### src/rtl/wb_port_arbiter.sv
// Write-back arbiter: four one-entry slot buffers share two register-file write
// ports through a rotating-priority scan. Tag-0 entries are dropped without using a port.
module wb_port_arbiter #(
    parameter int DATA_W = 32,
    parameter int TAG_W  = 5
) (
    input  logic              clk,
    input  logic              rst,
    input  logic              a0_wb_vld,
    input  logic [TAG_W-1:0]  a0_wb_tag,
    input  logic [DATA_W-1:0] a0_wb_data,
    output logic              a0_wb_rdy,
    input  logic              a1_wb_vld,
    input  logic [TAG_W-1:0]  a1_wb_tag,
    input  logic [DATA_W-1:0] a1_wb_data,
    output logic              a1_wb_rdy,
    input  logic              m_wb_vld,
    input  logic [TAG_W-1:0]  m_wb_tag,
    input  logic [DATA_W-1:0] m_wb_data,
    output logic              m_wb_rdy,
    input  logic              ls_wb_vld,
    input  logic [TAG_W-1:0]  ls_wb_tag,
    input  logic [DATA_W-1:0] ls_wb_data,
    output logic              ls_wb_rdy,
    output logic              wp0_en,
    output logic [TAG_W-1:0]  wp0_tag,
    output logic [DATA_W-1:0] wp0_data,
    output logic              wp1_en,
    output logic [TAG_W-1:0]  wp1_tag,
    output logic [DATA_W-1:0] wp1_data,
    output logic              wb_busy
);
    localparam int N_SLOTS = 4;

    logic [N_SLOTS-1:0] w_in_vld;
    logic [TAG_W-1:0]   w_in_tag   [N_SLOTS];
    logic [DATA_W-1:0]  w_in_data  [N_SLOTS];
    logic [N_SLOTS-1:0] w_rdy;

    logic [N_SLOTS-1:0] w_full;
    logic [N_SLOTS-1:0] w_cand;
    logic [N_SLOTS-1:0] w_discard;
    logic [N_SLOTS-1:0] w_grant;
    logic [TAG_W-1:0]   w_buf_tag  [N_SLOTS];
    logic [DATA_W-1:0]  w_buf_data [N_SLOTS];
    logic [1:0]         w_scan_idx [N_SLOTS];

    logic [1:0] r_ptr;
    logic       w_p0_hit;
    logic       w_p1_hit;
    logic [1:0] w_p0_idx;
    logic [1:0] w_p1_idx;

    // Slot order A0=0, A1=1, M=2, LS=3.
    assign w_in_vld     = {ls_wb_vld, m_wb_vld, a1_wb_vld, a0_wb_vld};
    assign w_in_tag[0]  = a0_wb_tag;
    assign w_in_tag[1]  = a1_wb_tag;
    assign w_in_tag[2]  = m_wb_tag;
    assign w_in_tag[3]  = ls_wb_tag;
    assign w_in_data[0] = a0_wb_data;
    assign w_in_data[1] = a1_wb_data;
    assign w_in_data[2] = m_wb_data;
    assign w_in_data[3] = ls_wb_data;
    assign a0_wb_rdy    = w_rdy[0];
    assign a1_wb_rdy    = w_rdy[1];
    assign m_wb_rdy     = w_rdy[2];
    assign ls_wb_rdy    = w_rdy[3];

    genvar gi;
    generate
        for (gi = 0; gi < N_SLOTS; gi++) begin : g_slot
            logic              r_full;
            logic [TAG_W-1:0]  r_tag;
            logic [DATA_W-1:0] r_data;
            logic              w_take;

            assign w_scan_idx[gi] = r_ptr + 2'(gi);
            assign w_cand[gi]     = r_full && (r_tag != '0);
            assign w_discard[gi]  = r_full && (r_tag == '0);
            assign w_grant[gi]    = w_discard[gi]
                                 || (w_p0_hit && (w_p0_idx == 2'(gi)))
                                 || (w_p1_hit && (w_p1_idx == 2'(gi)));
            // A buffer draining this cycle may accept its next result on the same edge.
            assign w_rdy[gi]      = !rst && (!r_full || w_grant[gi]);
            assign w_take         = w_in_vld[gi] && w_rdy[gi];

            always_ff @(posedge clk) begin
                if (rst) begin
                    r_full <= 1'b0;
                end else if (w_take) begin
                    r_full <= 1'b1;
                    r_tag  <= w_in_tag[gi];
                    r_data <= w_in_data[gi];
                end else if (w_grant[gi]) begin
                    r_full <= 1'b0;
                end
            end

            assign w_full[gi]     = r_full;
            assign w_buf_tag[gi]  = r_tag;
            assign w_buf_data[gi] = r_data;
        end
    endgenerate

    // Second port skips any candidate aiming at the same register as port 0.
    always_comb begin
        w_p0_hit = 1'b0;
        w_p0_idx = '0;
        w_p1_hit = 1'b0;
        w_p1_idx = '0;
        for (int k = 0; k < N_SLOTS; k++) begin
            if (w_cand[w_scan_idx[k]]) begin
                if (!w_p0_hit) begin
                    w_p0_hit = 1'b1;
                    w_p0_idx = w_scan_idx[k];
                end else if (!w_p1_hit
                             && (w_buf_tag[w_scan_idx[k]] != w_buf_tag[w_p0_idx])) begin
                    w_p1_hit = 1'b1;
                    w_p1_idx = w_scan_idx[k];
                end
            end
        end
    end

    always_ff @(posedge clk) begin
        if (rst) begin
            r_ptr <= '0;
        end else if (w_p1_hit) begin
            r_ptr <= w_p1_idx + 2'd1;
        end else if (w_p0_hit) begin
            r_ptr <= w_p0_idx + 2'd1;
        end
    end

    assign wp0_en   = w_p0_hit && !rst;
    assign wp0_tag  = wp0_en ? w_buf_tag[w_p0_idx]  : '0;
    assign wp0_data = wp0_en ? w_buf_data[w_p0_idx] : '0;
    assign wp1_en   = w_p1_hit && !rst;
    assign wp1_tag  = wp1_en ? w_buf_tag[w_p1_idx]  : '0;
    assign wp1_data = wp1_en ? w_buf_data[w_p1_idx] : '0;
    assign wb_busy  = (|w_full) && !rst;

endmodule

### config.mk
export PLATFORM = sky130hd
export DESIGN_NAME = wb_port_arbiter
export DESIGN_NICKNAME = d
export VERILOG_FILES = /design/src/rtl/wb_port_arbiter.sv
export SDC_FILE = /design/constraint.sdc
export NUM_CORES = 1
export LEC_CHECK = 0
export ABC_AREA = 1
export CORE_ASPECT_RATIO = 1.75
export CORE_MARGIN = 4
export CORE_UTILIZATION = 35
export CTS_CLUSTER_DIAMETER = 150
export DETAILED_ROUTE_END_ITERATION = 8
export PLACE_DENSITY = 0.71
export SLEW_MARGIN = 0
export SYNTH_ARGS = -nofsm -noshare
export SYNTH_HDL_FRONTEND = slang
export SYNTH_SLANG_ARGS = --single-unit
### constraint.sdc
create_clock -name clk -period 4.9 [get_ports clk]
set_input_delay 0.735 -clock clk [delete_from_list [all_inputs] [get_ports clk]]
set_output_delay 0.735 -clock clk [all_outputs]
set_load 0.01 [all_outputs]
### Word level (Yosys, flattened, before mapping)

Index checks and enable logic that the tools add are counted.

* bits in registers: 154
* input bits: 154
* output and inout port bits: 81
* logic and storage cells: 197

* add/sub/neg operators: 5
* magnitude comparators: 12
* equal/unequal tests: 9
* muxes and demuxes: 81
* bitwise logic cells: 9
* reduce and logical (&&, ||, !) cells: 68

Operator list (count)
* two-way mux 32 bit: 6
* binary-select mux 32 bit (select 2 bit): 2
* two-way mux 5 bit: 18
* binary-select mux 5 bit (select 2 bit): 8
* two-way mux 2 bit: 18
* logical AND 1 bit: 29
* two-way mux 1 bit: 25
* >= comparator 3 bit, second input constant: 8
* NOT 2 -> 3 bit: 8
* logical NOT 5 bit: 4
* nonzero test 5 bit: 4
* inequality test 5 bit: 3
* logical OR 1 bit: 12
* less-than comparator 2 x 3 -> 1 bit, second input constant: 4
* nonzero test 2 bit: 5
* binary-select mux 1 bit (select 2 bit): 4
* == test 2 bit, second input constant: 4
* AND reduction 2 bit: 4
* logical NOT 1 bit: 7
* adder 2 x 1 -> 2 bit, second input constant: 3
* adder 2 bit, second input constant: 2
* == test 2 x 1 -> 1 bit, second input constant: 2
* logical NOT 2 bit: 2
* OR reduction 4 bit: 1
* NOT 1 bit: 1

### Logic depth before layout (Yosys ltp)

Gate-level depths: netlist of the first run.

* depth in word-level cells: 30
* gate-level depth with buffers: 32
* depth with buffers taken out: 31

### Worst setup path before layout of the first run

Ideal clock, no wire load.

* path kind: reg2reg
* from: register g_slot[1].r_tag[2]
* to: register g_slot[2].r_data[0], enable pin
* library setup time: 0.431 ns
* data arrival time: 4.767 ns
* required time: 4.469 ns
* slack: -0.298 ns
* cell stages (with the launch flop): 28
* path buffers: 2
* clock period less this slack: 5.198 ns
* cells stage by stage: edfxtp_1 nor2_1 nand3_2 nand3_1 nand3_1 nand2_1 inv_1 ha_1 clkbuf_1 nand2_1 o21ai_0 o21ai_0 xor2_1 nand2_1 nor2_1 nand2_1 nand3b_1 nand2_1 inv_1 nand3_1 nand2_1 o21ai_1 nand2_2 buf_2 nand2_1 nand2_1 nand2_1 nor2_1

* word-level cells in the longest chain between the ends: 30
* elaborated cells on any way between the ends: 77
* classes of those cells: 5 x eq/ne; 55 x mux; 3 x bitwise; 14 x reduce/logical

Ends and longest elaborated chain
* from (decl): RTL line 73 `logic [TAG_W-1:0] r_tag;`
* from (signal assigned): RTL line 92 `r_tag <= w_in_tag[gi];`
* nonzero test 5 bit: RTL line 78 `assign w_cand[gi] = r_full && (r_tag != '0);`
* logical AND 1 bit: RTL line 78
* binary-select mux 1 bit (select 2 bit): RTL line 112 `if (w_cand[w_scan_idx[k]]) begin`
* two-way mux 1 bit (not written as such): RTL line 112
* two-way mux 2 bit: RTL line 112
* NOT 2 -> 3 bit (not written as such): RTL line 117 `&& (w_buf_tag[w_scan_idx[k]] != w_buf_tag[w_p0_idx])) begin`
* binary-select mux 5 bit (select 2 bit): RTL line 117
* two-way mux 5 bit (not written as such) (2 in series): RTL line 117
* (+13 left out)
* two-way mux 2 bit: RTL line 112
* == test 2 bit: RTL line 82 `|| (w_p1_hit && (w_p1_idx == 2'(gi)));`
* logical AND 1 bit: RTL line 82
* logical OR 1 bit (*): RTL line 82
* logical OR 1 bit (*): RTL line 84 `assign w_rdy[gi] = !rst && (!r_full || w_grant[gi]);`
* logical AND 1 bit (*): RTL line 84
* logical AND 1 bit (*): RTL line 85 `assign w_take = w_in_vld[gi] && w_rdy[gi];`
* AND reduction 2 bit (no line) (*)
* to (signal assigned): RTL line 93 `r_data <= w_in_data[gi];`
* to (decl): RTL line 74 `logic [DATA_W-1:0] r_data;`

Every way passes the cells marked *; elsewhere a longest branch is shown, timed or not. The select of a mux whose other input is x is not followed.
A chain may end at the register's enable or synchronous reset.

### Worst setup path in the final report of the first run

* from: register g_slot[0].r_tag[1]
* to: output port wp1_data[0]

* word-level cells in the longest chain between the ends: 28
* elaborated cells on any way between the ends: 70
* classes of those cells: 3 x eq/ne; 56 x mux; 4 x bitwise; 7 x reduce/logical

Ends and longest elaborated chain
* from (decl): RTL line 73
* from (signal assigned): RTL line 92
* nonzero test 5 bit: RTL line 78
* logical AND 1 bit: RTL line 78
* binary-select mux 1 bit (select 2 bit): RTL line 112
* two-way mux 1 bit (not written as such): RTL line 112
* two-way mux 2 bit: RTL line 112
* NOT 2 -> 3 bit (not written as such): RTL line 117
* binary-select mux 5 bit (select 2 bit): RTL line 117
* two-way mux 5 bit (not written as such) (2 in series): RTL line 117
* (+10 left out)
* logical AND 1 bit: RTL line 117
* two-way mux 2 bit: RTL line 116 `end else if (!w_p1_hit`
* two-way mux 2 bit: RTL line 113 `if (!w_p0_hit) begin`
* two-way mux 2 bit: RTL line 112
* NOT 2 -> 3 bit (not written as such): RTL line 140 `assign wp1_data = wp1_en ? w_buf_data[w_p1_idx] : '0;`
* binary-select mux 32 bit (select 2 bit): RTL line 140
* two-way mux 32 bit (not written as such) (2 in series): RTL line 140
* two-way mux 32 bit (*): RTL line 140
* to (decl): RTL line 30 `output logic [DATA_W-1:0] wp1_data,`

Marks and branches as above.

==> results of run 1 <==
## area by class of cell
type | count | area (µm²) | share of cell area, %
Sequential cell | 154 | 4564 | 31.08
Timing Repair inverter | 2 | 25.02 | 0.1704
Clock buffer | 17 | 425.4 | 2.897
Timing Repair Buffer | 401 | 3955 | 26.93
Antenna cell | 6 | 15.01 | 0.1022
Clock inverter | 15 | 125.1 | 0.8521
Inverter | 159 | 634.4 | 4.320
Tap cell | 316 | 395.4 | 2.693
Multi-Input combinational cell | 716 | 4544 | 30.95
## cell families (layout without fill, tap and decap cells)
logic type / Yosys count / after routing / share of synthesized area, %
adders and majority gates: 1 / 1 / 0.1389
and+or+nand+nor: 519 / 522 / 26.26
other: 0 / 6 / 0
buffers and inverters: 209 / 594 / 9.847
AOI/OAI and AO/OA: 187 / 188 / 12.60
xor gates and xnor gates: 5 / 5 / 0.4861
DFF: 154 / 154 / 50.67
## stage by stage
stage / hold WS (ns) / util (%)
after floorplan: 0.5738 / -
after global placement: 0.6037 / 49.53
after detailed placement: 0.6068 / 49.53
after CTS: 0.6371 / 54.18
after global routing: 0.6645 / 57.91
final: 0.6248 / 57.95
## cells in the final DEF (no fill, tap or decap), types with 4 or more instances in the layout
cell	instances
inv_6	4
nand2_4	15
inv_2	16
o21ai_1	15
clkinv_1	4
clkinvlp_4	5
nand3_1	71
nand2_1	206
nand3_4	14
dlygate4sd2_1	23
o221ai_1	5
inv_1	135
buf_2	35
nand3_2	64
clkbuf_16	23
diode_2	6
nor2_4	13
a211oi_1	16
a21oi_1	9
dlymetal6s2s_1	11
nor2_2	21
o21ai_0	60
buf_12	22
buf_6	30
nand2_2	37
o21ai_2	11
nand3b_1	29
edfxtp_1	148
buf_4	111
nor2_1	45
xor2_1	5
dfxtp_1	6
o22ai_1	45
a211oi_2	13
clkdlybuf4s50_1	155
## state kept, by name, summed over array words and instances, names as in the netlist
name,flops
g_slot.r_data,128
g_slot.r_tag,20
g_slot.r_full,4
r_ptr,2
## critical path: cells and delay by family, from the launching register on
family | cells | cell delay [ns]
fa+ha+maj | 1 | 0.21
simple gates | 24 | 2.40
flops | 1 | 0.51
buf+inv | 6 | 0.74
## routing by layer
| layer | vias to the layer above | global-route usage (%) |
|---|---|---|
| li1 | 4447 | - |
| met1 | 4668 | 28.02 |
| met2 | 593 | 47.47 |
| met3 | 184 | 4.372 |
| met4 | 0 | 20.29 |
| met5 | - | 0 |
## worst paths after layout
kind,from,to,slack [ns],cells past startpoint
hold reg to reg,g_slot[2].r_full,g_slot[2].r_full,0.62,4
hold / removal,g_slot[2].r_full,g_slot[2].r_full,0.62,4
setup / recovery,g_slot[0].r_tag[1],wp1_data[0],-0.15,31
setup reg to reg,g_slot[0].r_tag[1],g_slot[1].r_data[2],0.41,32
## timing repair
item | in CTS | in global routing
endpoints found under the hold margin | 0 | 0
buffers inserted | 30 | 9
resized for setup | 325 | 201
pin swaps | 45 | 64
cloned | 7 | 12
endpoints found under the setup margin | 79 | 73
==> summary.txt, run 1 <==
most frequent cell after synthesis: nand2_1
total grt overflow: 0
Vias/cell: 5.539
met2 WL post-DR: 21.59 mm
f_max: 0.1981 GHz
Tmin final: 5.048 ns
drt pass-1 iters: 7
Area contributors post-synth: edfxtp_1, nand2_1, nand3_1, inv_1, o21ai_0
Yosys top cell area share: 49.33%
setup ws final: -0.1481 ns
post-synth net total: 1,230
first-pass GRT wire length: 56.52 mm
number of global-route vias before repair: 9,952
Distinct cells, synth: 37
row cnt: 77
critical path class: reg2out
register area share after synthesis: 50.67%
die area: 28,470 µm²
layout cells sized above 1: 31.90%
WL per Instance: 23.13 µm
Syn-to-layout area delta: 63.00%
Slew Limit Fails: 0
clk buf depth: 2
Inserted Clock Buffers: 17
routed wire length: 41.32 mm
EDFF count, synth: 148
setup TNS: -2.952 ns
final hold vios: 0
CP dominant cell by count: nand2_2
met1 wire length: 13.51 mm
GRT Util Overall: 26.84%
Die Width: 129.3 µm
period utilization: 103.0%
run status: finished, violations left
WP data required: 4.16 ns
clock slew at reported path FFs: 0.06 ns
CTS tree: built
RSZ-0062 raised after global routing: yes
headroom to the max-slew limit: 45.95%
Final Wtd Congestion: 0.9220
post-route insts no fill: 1,786
largest net degree at the start of global routing: 39
Seq cells post-synth: 154
Max stage delay on crit path: 0.51 ns
Synthesis Warnings: 0
Worst EP arrival: 4.31 ns
post-route cell area: 14,680 µm²
startpoint types: register
post-route ant nets: 0
syn_area_per_cell: 8.380 µm²
vias: 9,892
worst slew pin tran: 0.8098 ns
failing checks: setup timing
htree depth: 4
MaxCap Viol Count: 0
# IOs: 235
worst min-delay path class: reg2reg
hold_buf cts: 0
Commonest cells post-synth: nand2_1, edfxtp_1, inv_1, nand3_1, o21ai_0
final setup violation count: 38
Worst path slowest cell: edfxtp_1
largest area contributor in the netlist: edfxtp_1
Syn Std Cell Area: 9009 µm²
metal3 WL: 2.753 mm
initial antenna violation count: 2
Root Driver: clkbuf_16
I/O Buffers: 234
initial core utilization: 35.55%
Final Net Count: 1,606
Die Span Y: 220.2 µm
Clock Latency Late Sink: 0.44 ns
crit-path max FO: 5
pre-CTS WS: -0.4115 ns
ys async rst share: 0%
clock skew: 0.009579 ns
Fill cells: 2,223
HPWL after DPL: 27.94 mm
Critical Path End Type: primary output
core box area: 25,340 µm²
First DRT Iteration DRCs: 758
DP Area: 12,550 µm²
total clock sinks: 154
Synth Flop Type: edfxtp_1
Inst Count DP: 1,694
Post-Synthesis Cells: 1,075
Remaining DRCs: 0
Top Metal Used: met4
Power of run 1 is not shown: default switching activity piles up to over one toggle a cycle in this logic, so the estimate is an artifact.
==> run 2: changes to the inputs <==
- ABC_AREA: 1 -> not set
- PLACE_DENSITY: 0.71 -> 0.59
==> summary.txt, run 2 <==
final hold vios: 0
Leak: 0.006457 µW
Hold Crit Depth: 4
HPWL after DPL: 29.80 mm
critical path class: reg2out
clk buf depth: 2
grt met3 use: 3.228%
period utilization: 120.2%
GRT Util Overall: 24.56%
I/O Buffers: 234
Distinct cells, synth: 59
largest area contributor in the netlist: edfxtp_1
register area share after synthesis: 40.93%
hold_buf cts: 0
Inserted Clock Buffers: 17
die area: 34,890 µm²
R2R cell count: 26
most common cell after layout, fill and taps aside: clkdlybuf4s50_1
RSZ-0062 raised after global routing: yes
Syn Std Cell Area: 11,150 µm²
MaxCap Viol Count: 0
failing checks: setup timing
post-route ant nets: 0
post-route insts no fill: 1,782
worst r2r dst: g_slot[1].r_data[25]
Commonest cells post-synth: edfxtp_1, nor2_1, clkbuf_1, o21ai_0, mux2_2
pre-CTS WS: -0.9495 ns
number of global-route vias before repair: 10,770
routed wire length: 45.88 mm
largest net degree at the start of global routing: 97
Peak VDD IR: 0.0003346 V
Yosys top cell area share: 39.86%
startpoint types: register
worst slew pin tran: 1.146 ns
CTS tree: built
drt pass-1 iters: 7
crit-path max FO: 7
post-synth net total: 1,149
flop2flop setup slack: -0.57 ns
setup ws final: -0.9902 ns
fin util: 55.55%
final setup violation count: 196
syn_area_per_cell: 11.22 µm²
commonest cells after routing, fill and taps aside: clkdlybuf4s50_1, edfxtp_1, buf_4, nor2_1, mux2_2
worst min-delay path class: reg2reg
total grt overflow: 0
Slew Limit Fails: 0
Clock Latency Late Sink: 0.46 ns
row cnt: 86
clock skew: 0.01505 ns
CP startpoint: g_slot[1].r_tag[0]
EDFF count, synth: 148
headroom to the max-slew limit: 23.43%
initial antenna violation count: 10
Area contributors post-synth: edfxtp_1, mux4_2, mux2_2, o221ai_1, o31ai_1
Final Net Count: 1,521
First DRT Iteration DRCs: 894
f_max: 0.1698 GHz
layout cells sized above 1: 40.93%
reg2reg start: g_slot[1].r_tag[0]
first-pass GRT wire length: 65.12 mm
clock slew at reported path FFs: 0.06 ns
Final Wtd Congestion: 0.8934
htree depth: 4
Vias/cell: 6.022
Worst Hold End: r_ptr[0]
run status: finished, violations left
met1 usage: 27.15%
DP Area: 15,250 µm²
core box area: 31,530 µm²
max reg flops: 128
total clock sinks: 154
initial core utilization: 35.37%
Synthesis Warnings: 0
most frequent cell after synthesis: edfxtp_1
vias: 10,730
Tmin final: 5.890 ns
Reg with most FFs: g_slot.r_data
Synth Flop Type: edfxtp_1
Critical Path End Type: primary output
ys async rst share: 0%
WP data required: 4.16 ns
Die Width: 142.9 µm
PD cells: 555.4 nW/µm²
met2 Track Usage GR: 45.43%
Root Driver: clkbuf_16
# IOs: 235
Worst EP arrival: 5.16 ns
Die Span Y: 244.1 µm
Post-Synthesis Cells: 994
Inst Count DP: 1,657
Regs by FF count: g_slot.r_data: 128 flops, g_slot.r_tag: 20 flops, g_slot.r_full: 4 flops
gr busiest metal: met2
Syn-to-layout area delta: 57.06%
WL per Instance: 25.75 µm
Seq cells post-synth: 154
post-route cell area: 17,510 µm²
Remaining DRCs: 0
worst hold path startpoint: r_ptr[0]
run 2: cell types whose count changed after synthesis, sizes merged, moves of 36 or more:
| cell | change |
|---|---|
| nand2 | -242 |
| inv | -151 |
| nand3 | -148 |
| mux2 | +71 |
| nor3 | +68 |
| o31ai | +65 |
| o221ai | +60 |
| clkbuf | +58 |
| mux4 | +53 |
| and2 | +38 |
| mux2i | +36 |
run 2: stage by stage:
| stage | TNS [ns] | hold slack (ns) | total power (µW) |
|---|---|---|---|
| after floorplan | -111.34 | 0.6866 | 5085 |
| after global placement | -89.97 | 0.7795 | 6976 |
| after detailed placement | -88.45 | 0.7760 | 7028 |
| after CTS | -81.46 | 0.7875 | 8912 |
| after global routing | -141.46 | 0.8291 | 10160 |
| final | -98.42 | 0.7923 | 9727 |
run 2: critical path, stage by stage (launching register included):
cell      delay (ns)
edfxtp_1        0.39
or4_4           0.54
o21a_1          0.24
a21oi_2         0.13
nor2_1          0.05
nor2_1          0.15
inv_1           0.09
ha_4            0.26
inv_2           0.04
mux2_4          0.29
mux4_2          0.46
xnor2_2         0.14
a21boi_4        0.14
a31o_4          0.24
o211a_4         0.15
a41oi_2         0.22
o31ai_4         0.12
or3_4           0.45
buf_12          0.19
buf_6           0.12
o22ai_4         0.15
buf_6           0.13
run 2: how the worst max path moves through the flow:
stage	endpoint	slack (ns)
after floorplan	g_slot[0].r_data[0]	-0.69
after global placement	wp1_data[23]	-0.91
after detailed placement	wp1_data[30]	-0.95
after CTS	wp1_data[3]	-0.98
after global routing	wp1_data[7]	-1.21
final	wp1_data[26]	-0.99
run 2: layer usage:
layer | share of wire [%] | routed length (µm) | vias up
met5 | 0.048 | 22 | -
met4 | 5.0 | 2302 | 4
met3 | 5.2 | 2407 | 98
met2 | 55 | 25430 | 451
met1 | 34 | 15720 | 5415
li1 | - | - | 4763
run 2: where the power goes:
group	total, µW	switching (µW)	internal [µW]
combinational	6550	3170	3380
sequential	1720	122	1600
clock	1460	561	896
run 2: area by class of cell:
class | count | area [µm²]
Fill cell | 2682 | 14010
Multi-Input combinational cell | 725 | 6824
Timing Repair Buffer | 462 | 4955
Sequential cell | 154 | 4568
Tap cell | 396 | 495.5
Clock buffer | 18 | 429.2
Clock inverter | 13 | 198.9
Inverter | 6 | 22.52
Antenna cell | 8 | 20.02
run 2: repair_timing:
item	4_1_cts	5_1_grt
setup buffers	28	44
pin swaps	27	32
cloned	7	15
resized for setup	303	168
setup endpoints to repair	227	228
run 2: logic make-up after synthesis:
logic type / count (synthesis) / synth area share (%)
buffers and inverters: 115 / 4.825
and+or+nand+nor: 245 / 10.68
muxes: 160 / 21.29
xor gates and xnor gates: 17 / 1.335
adders and majority gates: 1 / 0.1122
AOI/OAI and AO/OA: 302 / 20.83
DFF: 154 / 40.93
(Power assumes the default switching activity.)
==> run 3: changes to the inputs <==
- CTS_CLUSTER_DIAMETER: 150 -> 120
- PLACE_DENSITY: 0.59 -> not set
- clock period: 4.9 -> 5.7 ns (I/O delays scaled with it)
==> summary.txt, run 3 (synthesis gave the netlist of run 2 again) <==
Final Wtd Congestion: 0.9395
RSZ-0062 raised after global routing: yes
vias: 10,230
Leak: 0.005571 µW
first-pass GRT wire length: 63.02 mm
Fill cells: 2,766
worst slew pin tran: 1.135 ns
Regs by FF count: g_slot.r_data: 128 flops, g_slot.r_tag: 20 flops, g_slot.r_full: 4 flops
row cnt: 86
final setup violation count: 42
DP Area: 14,690 µm²
area of the multi-input gates: 6575 µm²
fin util: 51.61%
run status: finished, violations left
f_max: 0.1642 GHz
final hold vios: 0
number of global-route vias before repair: 10,370
PD cells: 464.1 nW/µm²
# IOs: 235
die area: 34,890 µm²
sequential cell area: 4568 µm²
reg2reg start: g_slot[1].r_tag[0]
startpoint types: register
most common cell after layout, fill and taps aside: clkdlybuf4s50_1
flop2flop setup slack: 0.22 ns
met2 Track Usage GR: 42.25%
Die Span Y: 244.1 µm
Vias/cell: 5.987
MaxCap Viol Count: 0
WL per Instance: 24.75 µm
clock slew at reported path FFs: 0.06 ns
initial antenna violation count: 7
First DRT Iteration DRCs: 786
clock skew: 0.01297 ns
Root Driver: clkbuf_16
clk buf depth: 2
largest net degree at the start of global routing: 86
R2R cell count: 24
layout cells sized above 1: 34.46%
routed wire length: 42.27 mm
Syn-to-layout area delta: 45.93%
setup ws final: -0.3920 ns
headroom to the max-slew limit: 24.13%
Worst EP arrival: 5.24 ns
Die Width: 142.9 µm
Final Net Count: 1,449
worst r2r dst: g_slot[0].r_data[4]
CP startpoint: g_slot[1].r_tag[0]
post-route cell area: 16,270 µm²
switching pwr: 3046 µW
Remaining DRCs: 0
Inserted Clock Buffers: 17
post-route ant nets: 0
GRT Util Overall: 23.79%
htree depth: 4
Reg with most FFs: g_slot.r_data
Gate power share: 65.1%
gr busiest metal: met2
initial core utilization: 35.37%
P_int: 4507 µW
I/O Buffers: 234
worst min-delay path class: in2reg
hold slack: 0.9473 ns
max reg flops: 128
drt pass-1 iters: 5
grt met3 use: 3.072%
Critical Path End Type: primary output
total clock sinks: 154
Peak VDD IR: 0.0003071 V
HPWL after DPL: 28.19 mm
Worst Hold End: g_slot[3].r_data[23]
critical path class: reg2out
met1 usage: 26.73%
CTS tree: built
Reg power frac: 19.6%
total grt overflow: 0
WP data required: 4.85 ns
Hold Crit Depth: 1
failing checks: setup timing
Tmin final: 6.092 ns
Slew Limit Fails: 0
period utilization: 106.9%
commonest cells after routing, fill and taps aside: clkdlybuf4s50_1, edfxtp_1, buf_4, nor2_1, mux2_2
Sw Ratio: 40.33%
core box area: 31,530 µm²
Total Power: 7552 µW
crit-path max FO: 7
Clk pwr share: 15.3%
hold_buf cts: 0
worst hold path startpoint: ls_wb_data[23]
Clock Latency Late Sink: 0.46 ns
pre-CTS WS: -0.5405 ns
run 3: changes by cell type in the layout (fill, tap and decap cells not counted), sizes merged, moves of 2 or more:
cell | previous run | this run
buf | 260 | 194
clkdlybuf4s50 | 155 | 192
clkbuf | 43 | 21
dlymetal6s2s | 22 | 0
clkinvlp | 2 | 5
bufinv | 5 | 3
diode | 8 | 6
run 3: power groups by stage:
stage | Clock [µW] | Sequential, µW | Combinational (µW)
global placement | 0 | 1500 | 4130
global route | 1220 | 1500 | 5200
floorplan | 0 | 1460 | 2620
CTS | 1180 | 1480 | 4650
detailed placement | 0 | 1500 | 4170
finish | 1150 | 1480 | 4920
run 3: layout make-up:
class,instances,share of cell area [%]
flip-flops and latches,154,28.07
clock inverters,12,0.9304
clock buffers,19,2.661
well taps,396,3.045
multi-input cells,725,40.41
repair buffers,390,24.65
inverters,6,0.1384
diodes,6,0.09227
run 3: per-stage QoR:
stage / TNS, ns / instances
floorplan: 0 / 994
global placement: -17.51 / 1629
detailed placement: -18.91 / 1629
CTS: -12.26 / 1693
global route: -19.15 / 1708
finish: -12.88 / 1708
run 3: worst max-delay path by stage:
| stage | slack [ns] | end |
|---|---|---|
| after global placement | -0.52 | wp1_data[21] |
| final | -0.39 | wp1_data[23] |
| after floorplan | 0.006 | g_slot[0].r_data[0] |
| after global routing | -0.55 | wp1_data[28] |
| after CTS | -0.39 | wp1_data[21] |
| after detailed placement | -0.54 | wp1_data[21] |
run 3: what timing repair did:
action	in CTS	in global routing
pin swaps	35	21
setup endpoints to repair	42	42
gates cloned	8	2
resized for setup	284	62
setup buffers	25	8
run 3: routing by layer:
metal,wire [µm],vias up
met1,15260,5078
met5,13,-
met2,22620,441
li1,-,4603
met4,2285,2
met3,2083,102
run 3: worst max-delay path, stage by stage (launching register included):
cell and delay, ns:
edfxtp_1 0.39, or4_4 0.59, o21a_4 0.24, a21oi_2 0.13, nor2_1 0.05, nor2_2 0.18, inv_2 0.06, ha_4 0.26
inv_2 0.04, mux2_4 0.29, mux4_2 0.46, xnor2_2 0.15, a21boi_4 0.15, a31o_4 0.24, o211a_4 0.16, a41oi_2 0.22
o31ai_4 0.11, or3_4 0.38, buf_12 0.16, buf_12 0.14, o22ai_4 0.19, buf_2 0.16
